## config.mk

```make
export PLATFORM = sky130hd
export DESIGN_NAME = draw_cursor
export DESIGN_NICKNAME = d
export VERILOG_FILES = /design/src/rtl/draw_cursor_pkg.sv /design/src/rtl/draw_cursor_rom.sv /design/src/rtl/draw_cursor.sv
export SDC_FILE = /design/constraint.sdc
export NUM_CORES = 1
export LEC_CHECK = 0
export ABC_CLOCK_PERIOD_IN_PS = 2760
export CORE_UTILIZATION = 50
export DETAILED_ROUTE_END_ITERATION = 6
export GPL_ROUTABILITY_DRIVEN = 0
export HOLD_SLACK_MARGIN = 0.05
export PLACE_DENSITY = 0.77
export SYNTH_ARGS = -nofsm -noshare
export SYNTH_HDL_FRONTEND = slang
export SYNTH_HIERARCHICAL = 1
export SYNTH_SLANG_ARGS = --single-unit
```

## constraint.sdc

```tcl
create_clock -name clk -period 2.76 [get_ports clk]
set_input_delay 0.414 -clock clk [delete_from_list [all_inputs] [get_ports clk]]
set_output_delay 0.414 -clock clk [all_outputs]
set_load 0.01 [all_outputs]
```

## src/rtl/draw_cursor_pkg.sv

```systemverilog
// Shared definitions for the draw stages: timing-bundle widths, colour
// width, default active-area size, the transparent colour key and the
// cursor sprite image used by the cursor ROM.
package draw_cursor_pkg;

  localparam int RGB_W  = 12;
  localparam int HCNT_W = 11;
  localparam int VCNT_W = 10;
  localparam int POS_W  = 12;

  localparam int H_ACTIVE_DEF = 800;
  localparam int V_ACTIVE_DEF = 600;

  localparam logic [RGB_W-1:0] TRANSPARENT_DEF = 12'hF0F;
  localparam logic [RGB_W-1:0] CUR_EDGE_RGB    = 12'h0F0;
  localparam logic [RGB_W-1:0] CUR_FILL_RGB    = 12'hFFF;
  localparam logic [RGB_W-1:0] BLANK_RGB       = 12'h000;

  // Timing bundle carried alongside every pixel through the draw stages.
  typedef struct packed {
    logic [HCNT_W-1:0] hcount;
    logic [VCNT_W-1:0] vcount;
    logic              hblnk;
    logic              vblnk;
    logic              hsync;
    logic              vsync;
  } timing_t;

  // Saturate a mouse coordinate to the last visible pixel/line.
  function automatic logic [POS_W-1:0] clamp_pos(input logic [POS_W-1:0] pos,
                                                 input logic [POS_W-1:0] lim);
    logic [POS_W-1:0] res;
    if (pos > lim) begin
      res = lim;
    end else begin
      res = pos;
    end
    return res;
  endfunction

  // Sprite image: a left-aligned arrow. Pixels right of the diagonal are
  // the colour key, the left column, the diagonal and the bottom row form
  // the outline, and the remainder is the fill colour.
  function automatic logic [RGB_W-1:0] cursor_pixel(input int row,
                                                    input int col,
                                                    input int last_row);
    logic [RGB_W-1:0] pix;
    if (col > row) begin
      pix = TRANSPARENT_DEF;
    end else if ((col == 0) || (col == row) || (row == last_row)) begin
      pix = CUR_EDGE_RGB;
    end else begin
      pix = CUR_FILL_RGB;
    end
    return pix;
  endfunction

endpackage

```

## src/rtl/draw_cursor_rom.sv

```systemverilog
// Cursor sprite ROM: CUR_W*CUR_H words of 12-bit colour, addressed as
// {row, column}. Read is synchronous with one cycle of latency.
module draw_cursor_rom
  import draw_cursor_pkg::*;
#(
  parameter int CUR_W = 16,
  parameter int CUR_H = 16,
  localparam int AX = $clog2(CUR_W),
  localparam int AY = $clog2(CUR_H)
) (
  input  logic               clk,
  input  logic               rst,
  input  logic [AX+AY-1:0]   i_addr,
  output logic [RGB_W-1:0]   o_data
);

  logic [AY-1:0]    w_row;
  logic [AX-1:0]    w_col;
  logic [RGB_W-1:0] r_data;

  assign w_row  = i_addr[AX+AY-1:AX];
  assign w_col  = i_addr[AX-1:0];
  assign o_data = r_data;

  // Registered read of the sprite image at the requested address.
  always_ff @(posedge clk) begin
    if (rst) begin
      r_data <= 12'h000;
    end else begin
      r_data <= cursor_pixel(int'(w_row), int'(w_col), CUR_H - 1);
    end
  end

endmodule

```

## src/rtl/draw_cursor.sv

```systemverilog
// Mouse-cursor overlay stage. Latches the mouse position once per frame on
// the vblank rising edge, decides per pixel whether it lies inside the
// cursor window, and composites the sprite over the background through a
// two-cycle pipeline that also delays the timing bundle.
module draw_cursor
  import draw_cursor_pkg::*;
#(
  parameter int                 CUR_W       = 16,
  parameter int                 CUR_H       = 16,
  parameter int                 H_ACTIVE    = H_ACTIVE_DEF,
  parameter int                 V_ACTIVE    = V_ACTIVE_DEF,
  parameter logic [RGB_W-1:0]   TRANSPARENT = TRANSPARENT_DEF
) (
  input  logic               clk,
  input  logic               rst,
  input  logic [HCNT_W-1:0]  hcount_in,
  input  logic [VCNT_W-1:0]  vcount_in,
  input  logic               hblnk_in,
  input  logic               vblnk_in,
  input  logic               hsync_in,
  input  logic               vsync_in,
  input  logic [RGB_W-1:0]   rgb_in,
  input  logic [POS_W-1:0]   xpos_in,
  input  logic [POS_W-1:0]   ypos_in,
  output logic [HCNT_W-1:0]  hcount_out,
  output logic [VCNT_W-1:0]  vcount_out,
  output logic               hblnk_out,
  output logic               vblnk_out,
  output logic               hsync_out,
  output logic               vsync_out,
  output logic [RGB_W-1:0]   rgb_out
);

  localparam int AX = $clog2(CUR_W);
  localparam int AY = $clog2(CUR_H);

  localparam logic [POS_W-1:0] X_LIM  = POS_W'(H_ACTIVE - 1);
  localparam logic [POS_W-1:0] Y_LIM  = POS_W'(V_ACTIVE - 1);
  localparam logic [POS_W-1:0] WIN_W  = POS_W'(CUR_W);
  localparam logic [POS_W-1:0] WIN_H  = POS_W'(CUR_H);

  // Frame-stable cursor position
  logic             r_vblnk_d;
  logic [POS_W-1:0] r_x_frm;
  logic [POS_W-1:0] r_y_frm;
  logic             w_frame_edge;

  // Window test (stage 0, combinational)
  logic [POS_W-1:0] w_h12;
  logic [POS_W-1:0] w_v12;
  logic [POS_W-1:0] w_dx;
  logic [POS_W-1:0] w_dy;
  logic             w_in_win;
  logic [AX+AY-1:0] w_addr;
  timing_t          w_tim;

  // Stage 1
  logic             r_in_win;
  logic [RGB_W-1:0] r_rgb;
  timing_t          r_tim;
  logic [RGB_W-1:0] w_rom_data;

  // Stage 2 colour select
  logic [RGB_W-1:0] w_rgb_next;

  assign w_frame_edge = vblnk_in & ~r_vblnk_d;

  // Arithmetic is done on 12 bits so the counters compare directly with
  // the mouse coordinates; pixels left of/above the cursor wrap to large
  // dx/dy and are rejected by the >= terms.
  assign w_h12    = {1'b0, hcount_in};
  assign w_v12    = {2'b00, vcount_in};
  assign w_dx     = w_h12 - r_x_frm;
  assign w_dy     = w_v12 - r_y_frm;
  assign w_in_win = (w_h12 >= r_x_frm) && (w_dx < WIN_W) &&
                    (w_v12 >= r_y_frm) && (w_dy < WIN_H);
  assign w_addr   = {w_dy[AY-1:0], w_dx[AX-1:0]};

  assign w_tim = '{hcount: hcount_in, vcount: vcount_in,
                   hblnk: hblnk_in, vblnk: vblnk_in,
                   hsync: hsync_in, vsync: vsync_in};

  // Sample the mouse position only at the start of vertical blanking so a
  // frame is always drawn with a single cursor position.
  always_ff @(posedge clk) begin
    if (rst) begin
      r_vblnk_d <= 1'b0;
      r_x_frm   <= 12'h000;
      r_y_frm   <= 12'h000;
    end else begin
      r_vblnk_d <= vblnk_in;
      if (w_frame_edge) begin
        r_x_frm <= clamp_pos(xpos_in, X_LIM);
        r_y_frm <= clamp_pos(ypos_in, Y_LIM);
      end else begin
        r_x_frm <= r_x_frm;
        r_y_frm <= r_y_frm;
      end
    end
  end

  // The ROM registers its read internally, so its data lines up with the
  // stage-1 registers below.
  draw_cursor_rom #(
    .CUR_W (CUR_W),
    .CUR_H (CUR_H)
  ) u_rom (
    .clk    (clk),
    .rst    (rst),
    .i_addr (w_addr),
    .o_data (w_rom_data)
  );

  // Stage 1: hold window flag, background colour and timing while the ROM reads.
  always_ff @(posedge clk) begin
    if (rst) begin
      r_in_win <= 1'b0;
      r_rgb    <= 12'h000;
      r_tim    <= '{hcount: 11'd0, vcount: 10'd0, hblnk: 1'b0,
                    vblnk: 1'b0, hsync: 1'b0, vsync: 1'b0};
    end else begin
      r_in_win <= w_in_win;
      r_rgb    <= rgb_in;
      r_tim    <= w_tim;
    end
  end

  // Blanking wins over everything, which also clips a cursor hanging off
  // the right or bottom edge; the colour key lets the background show through.
  always_comb begin
    w_rgb_next = r_rgb;
    if (r_tim.hblnk || r_tim.vblnk) begin
      w_rgb_next = BLANK_RGB;
    end else if (r_in_win && (w_rom_data != TRANSPARENT)) begin
      w_rgb_next = w_rom_data;
    end else begin
      w_rgb_next = r_rgb;
    end
  end

  // Stage 2: registered outputs, colour aligned with the delayed timing bundle.
  always_ff @(posedge clk) begin
    if (rst) begin
      hcount_out <= 11'd0;
      vcount_out <= 10'd0;
      hblnk_out  <= 1'b0;
      vblnk_out  <= 1'b0;
      hsync_out  <= 1'b0;
      vsync_out  <= 1'b0;
      rgb_out    <= 12'h000;
    end else begin
      hcount_out <= r_tim.hcount;
      vcount_out <= r_tim.vcount;
      hblnk_out  <= r_tim.hblnk;
      vblnk_out  <= r_tim.vblnk;
      hsync_out  <= r_tim.hsync;
      vsync_out  <= r_tim.vsync;
      rgb_out    <= w_rgb_next;
    end
  end

endmodule
```

-- After elaboration in Yosys (flattened, before gate mapping)
Index checks and enable logic that the tools add are counted.
- magnitude comparators: 7
- equality and inequality tests: 3
- add/sub/neg operators: 2
- multiplexer cells: 5
- bitwise gates (word level): 2
- reduce and logical (&&, ||, !) cells: 10
- operator list (cell ; count):
    $mux 12 ; 5
    $gt 12x10->1 const B ; 2
    $lt 12x5->1 const B ; 2
    $ge 10x12->1 ; 1
    $ge 11x12->1 ; 1
    $ne 12x12->1 const B ; 1
    $sub 10x12->12 ; 1
    $sub 11x12->12 ; 1
    $eq 4x1->1 const B ; 1
    $eq 4x4->1 ; 1
    $gt 4x4->1 ; 1
    $logic_and 1x1->1 ; 4
    $logic_not 4->1 ; 1
    $reduce_or 2->1 ; 2
    $logic_or 1x1->1 ; 3
    $and 1x1->1 ; 1
    $not 1->1 ; 1
- input port bits: 63
- word-level logic and storage cells: 48
- output and inout port bits: 37
- flip-flop bits (word level): 111

-- Depth between registers and ports, before layout
- word-level depth: 6
- gate-level depth with buffers: 11
- depth with buffers taken out: 11

-- Cells and area by module
Netlist, hierarchy kept.
- modules (own cells, without submodules) (module ; instances ; area each (um^2) ; sequential area each (um^2) ; cells an instance):
    draw_cursor ; 1 ; 4081.4 ; 1981.9 ; 426
    draw_cursor_rom ; 1 ; 249.0 ; 40.0 ; 31

-- Worst setup path after synthesis
OpenSTA, ideal clock, no wires.
- path type: input-to-reg
- from: input vcount_in[0]
- to: register r_in_win
- data required time: 2672 ps
- path slack: 513 ps
- cell stages on the path: 11
- setup time: 88 ps
- buffers on the path: 0
- arrival: 2159 ps
- cells stage by stage: inv_1 -> ha_1 -> inv_1 -> fa_1 -> nand3_1 -> nand2_2 -> a311oi_2 -> mux2i_1 -> nor4_1 -> nand4_1 -> nor4_2
- longest elaborated chain between the ends: 3
- elaborated cells on any way between the ends: 5
- those cells by class: add/sub: 1; order compare: 2; reduce/logical: 2
- RTL lines (what ; line ; RTL):
    from (decl) ; draw_cursor.sv:17 ; input logic [VCNT_W-1:0] vcount_in,
    $sub 10x12->12 or $ge 10x12->1 (tied branches) ; draw_cursor.sv:74, draw_cursor.sv:76 ;
    $lt 12x5->1 or $logic_and 1x1->1 (tied branches) ; draw_cursor.sv:76, draw_cursor.sv:75 ;
    $logic_and 1x1->1 * ; draw_cursor.sv:76 ; (w_v12 >= r_y_frm) && (w_dy < WIN_H);
    to (signal assigned) ; draw_cursor.sv:122 ; r_in_win <= w_in_win;
    to (decl) ; draw_cursor.sv:58 ; logic r_in_win;
Every way passes the cells marked *; elsewhere a longest branch is shown, timed or not.
A chain may end at the register's enable or synchronous reset.

-- Final worst setup path
Ends and elaborated chain as after synthesis.

==> results by group <==
Logic synthesis
  • Synthesized Nets: approximately 550
  • Cell taking the most area after synthesis: dfxtp_1
  • Post-Syn Instances: 457
  • Post-Syn Area: 4330 um2
  • Warnings from Yosys: 6
  • Syn Area/Cell: 9.476 um2
  • Post-synthesis register bit count: 101
  • Most area-consuming cells after synthesis: dfxtp_1 (47%), nor2b_1 (9.0%), ha_1 (7.2%)
  • Synth top area share: 46.69%
  • FFs w/ async S/R, synth: 0%
  • EDFF count, synth: 0
  • Sequential-to-total area share from yosys stat: 46.69%
  • Post-synth top flop: dfxtp_1
  • Distinct cells, synth: 56

Floorplanning
  • Die area: 9037 um2
  • I/O pin count: 100
  • Die Ht: 95.07 um
  • Initial Utilization: 52.18%
  • Core region area: 8299 um2
  • Die width: 95.07 um
  • Rows: 33

GRT
  • Initial antenna violation count: 0
  • GRT Overall Usage: roughly 20%
  • First-pass GRT wire length: between 10,000 and 15,000 um
  • Vias in the first global route: 2,955
  • Gr ovfl total: 0
  • Largest net degree at the start of global routing: 88

Route
  • Via-per-instance ratio: 5.073
  • Via count: 3,338
  • # DRC: 0
  • ANT nets after route: 0
  • WL final: 8723 um
  • Met2 WL: around 4000 um
  • DRT Pass-1 Iters: 5
  • Per-cell routed wire length: 13.26 um
  • DR iter-0 viols: about 170
  • Max Used Layer: met4
  • Routed met3 length: 361 um
  • Metal-1 WL: 4190 um

Worst setup path
  • Worst Path Required: between 3000 and 4000 ps
  • Crit path launch type: input pin
  • Worst path arrival time: 2780 ps
  • CP Max Fanout: 2
  • Crit Path Class: in -> reg
  • Worst Setup End Kind: flop

Clocking
  • CTS sink cnt: 101
  • CTS tree: built
  • CTS hold repair buffers: 0
  • Cell at the root of the clock tree: clkbuf_8
  • Skew-Pair Late Insertion Delay: 370 ps
  • Post CTS Setup Buffer Count: 0
  • Clk slew on worst S/H paths: 90 ps
  • Post_cts resized: 0
  • CTS max path bufs: 2
  • CTS H-tree depth: 3
  • CTS Buf Count: 9

Timing
  • Worst-Margin Slew: between 800 and 900 ps
  • Final Hold Fails: 0
  • Final setup viols: 0
  • Worst Skew: 12.63 ps
  • Post-route clock period utilization: 90.63%
  • Maximum clock rate: 399.8 MHz
  • Final TNS setup: 0 ps
  • RSZ-0062 raised after global routing: no
  • Final slew viol count: 0
  • Tmin final: 2501 ps
  • Worst rel slew slack: 44.00%

Final layout
  • Commonest non-fill, non-tap cells in the layout: dfxtp_1 (101), clkdlybuf4s50_1 (98), nor2b_1 (62)
  • # diodes: 0
  • Core Util, Final: 67.10%
  • FF+latch area: 2022 um2
  • Fill count: 701
  • Commonest non-fill, non-tap cell in the layout: dfxtp_1
  • Nets@finish: approximately 640
  • Layout cells sized above 1: 6.510%
  • Area grow syn2layout: 28.60%
  • Non-Filler Instances: 658
  • Area of the multi-input gates: 2012 um2

Power
  • Worst VDD drop: just under 0.3 mV
  • Final Power: 3.092 mW
  • Pleak: 2.252 nW
  • Cell Pwr Density: 555.2 nW/um2

Placement
  • DP Cell Count: 643
  • Post-DP HPWL: 6613 um
  • PortBufs: 99

Status
  • Outcome: finished, final reports clean

Hold path
  • Worst hold-check path type: reg -> reg

Job
  • Number of max-cap violations: 0
-- kinds of logic after synthesis --
group / share of synthesized area [%]
and+or+nand+nor: 20.60
DFF: 46.69
AOI/OAI and AO/OA: 12.89
buffers and inverters: 6.963
adders and majority gates: 8.148
muxes: 3.294
xor gates and xnor gates: 1.416
-- final timing paths --
check	endpoint	cells after the start	from	slack, ps
worst max-delay path	r_in_win$_SDFF_PP0_	12	vcount_in[0]	260
worst min-delay path	vcount_out[3]$_SDFF_PP0_	1	r_tim[7]$_SDFF_PP0_	440
worst min register to register	vcount_out[3]$_SDFF_PP0_	1	r_tim[7]$_SDFF_PP0_	440
worst max register to register	r_in_win$_SDFF_PP0_	10	r_y_frm[0]$_SDFFE_PP0P_	440
-- cell usage after synthesis (4+ instances only) --
cell type    n
nand2b_1     4
buf_4       11
nor2_1      40
nor3_1       6
a21oi_1     16
dfxtp_1    101
o21ai_0     12
and2_1       4
o21a_1       5
a22oi_1      6
inv_1       43
ha_1        25
nor4_1       5
xnor2_1      4
nand2_1     14
a221oi_1     4
nor2b_1     62
a211oi_1    10
nand3_1      8
clkbuf_1    12
mux2i_1     12
-- cell type report --
class | instances | area share, %
flip-flops and latches | 101 | 36.31
multi-input cells | 287 | 36.13
repair buffers | 107 | 18.78
inverters | 43 | 2.898
well taps | 105 | 2.359
clock buffers | 9 | 2.224
clock inverters | 6 | 1.303
-- where the power goes --
group          internal, mW  leakage, nW  switching, mW
registers              1.53        0.834         0.0402
clock network         0.423       0.0899          0.512
logic                 0.298         1.33          0.288
-- per-stage QoR --
stage | cell area, um2 | hold slack (ps) | setup WS [ps]
after floorplan | 4330 | 413.8 | 512.9
final | 5569 | 439.7 | 258.6
after global routing | 5569 | 455.1 | 101.7
after global placement | 5373 | 418.7 | -25.23
after detailed placement | 5373 | 420.4 | -121.9
after CTS | 5569 | 441.3 | 269.0
-- sequential cells by signal, summed over array words and instances (netlist names) --
signal,count
r_tim,25
r_rgb,12
r_x_frm,12
r_y_frm,12
rgb_out,12
hcount_out,11
vcount_out,10
u_rom/o_data,2
hblnk_out,1
hsync_out,1
r_in_win,1
vblnk_out,1
vsync_out,1
-- per-layer routing --
metal / vias up / GRT usage, %
met5: - / 0
met4: 0 / 7.955
met3: 15 / 3.190
met2: 100 / 31.19
met1: 1505 / 26.95
li1: 1718 / -
-- critical path, stage by stage --
cell,delay (ps)
clkdlybuf4s50_1,390
inv_1,80
ha_1,190
inv_1,60
fa_1,400
nand3_1,120
nand2_2,60
a311oi_2,290
mux2i_1,120
nor4_1,280
nand4_1,150
nor4_2,220
(Power assumes the default switching activity.)
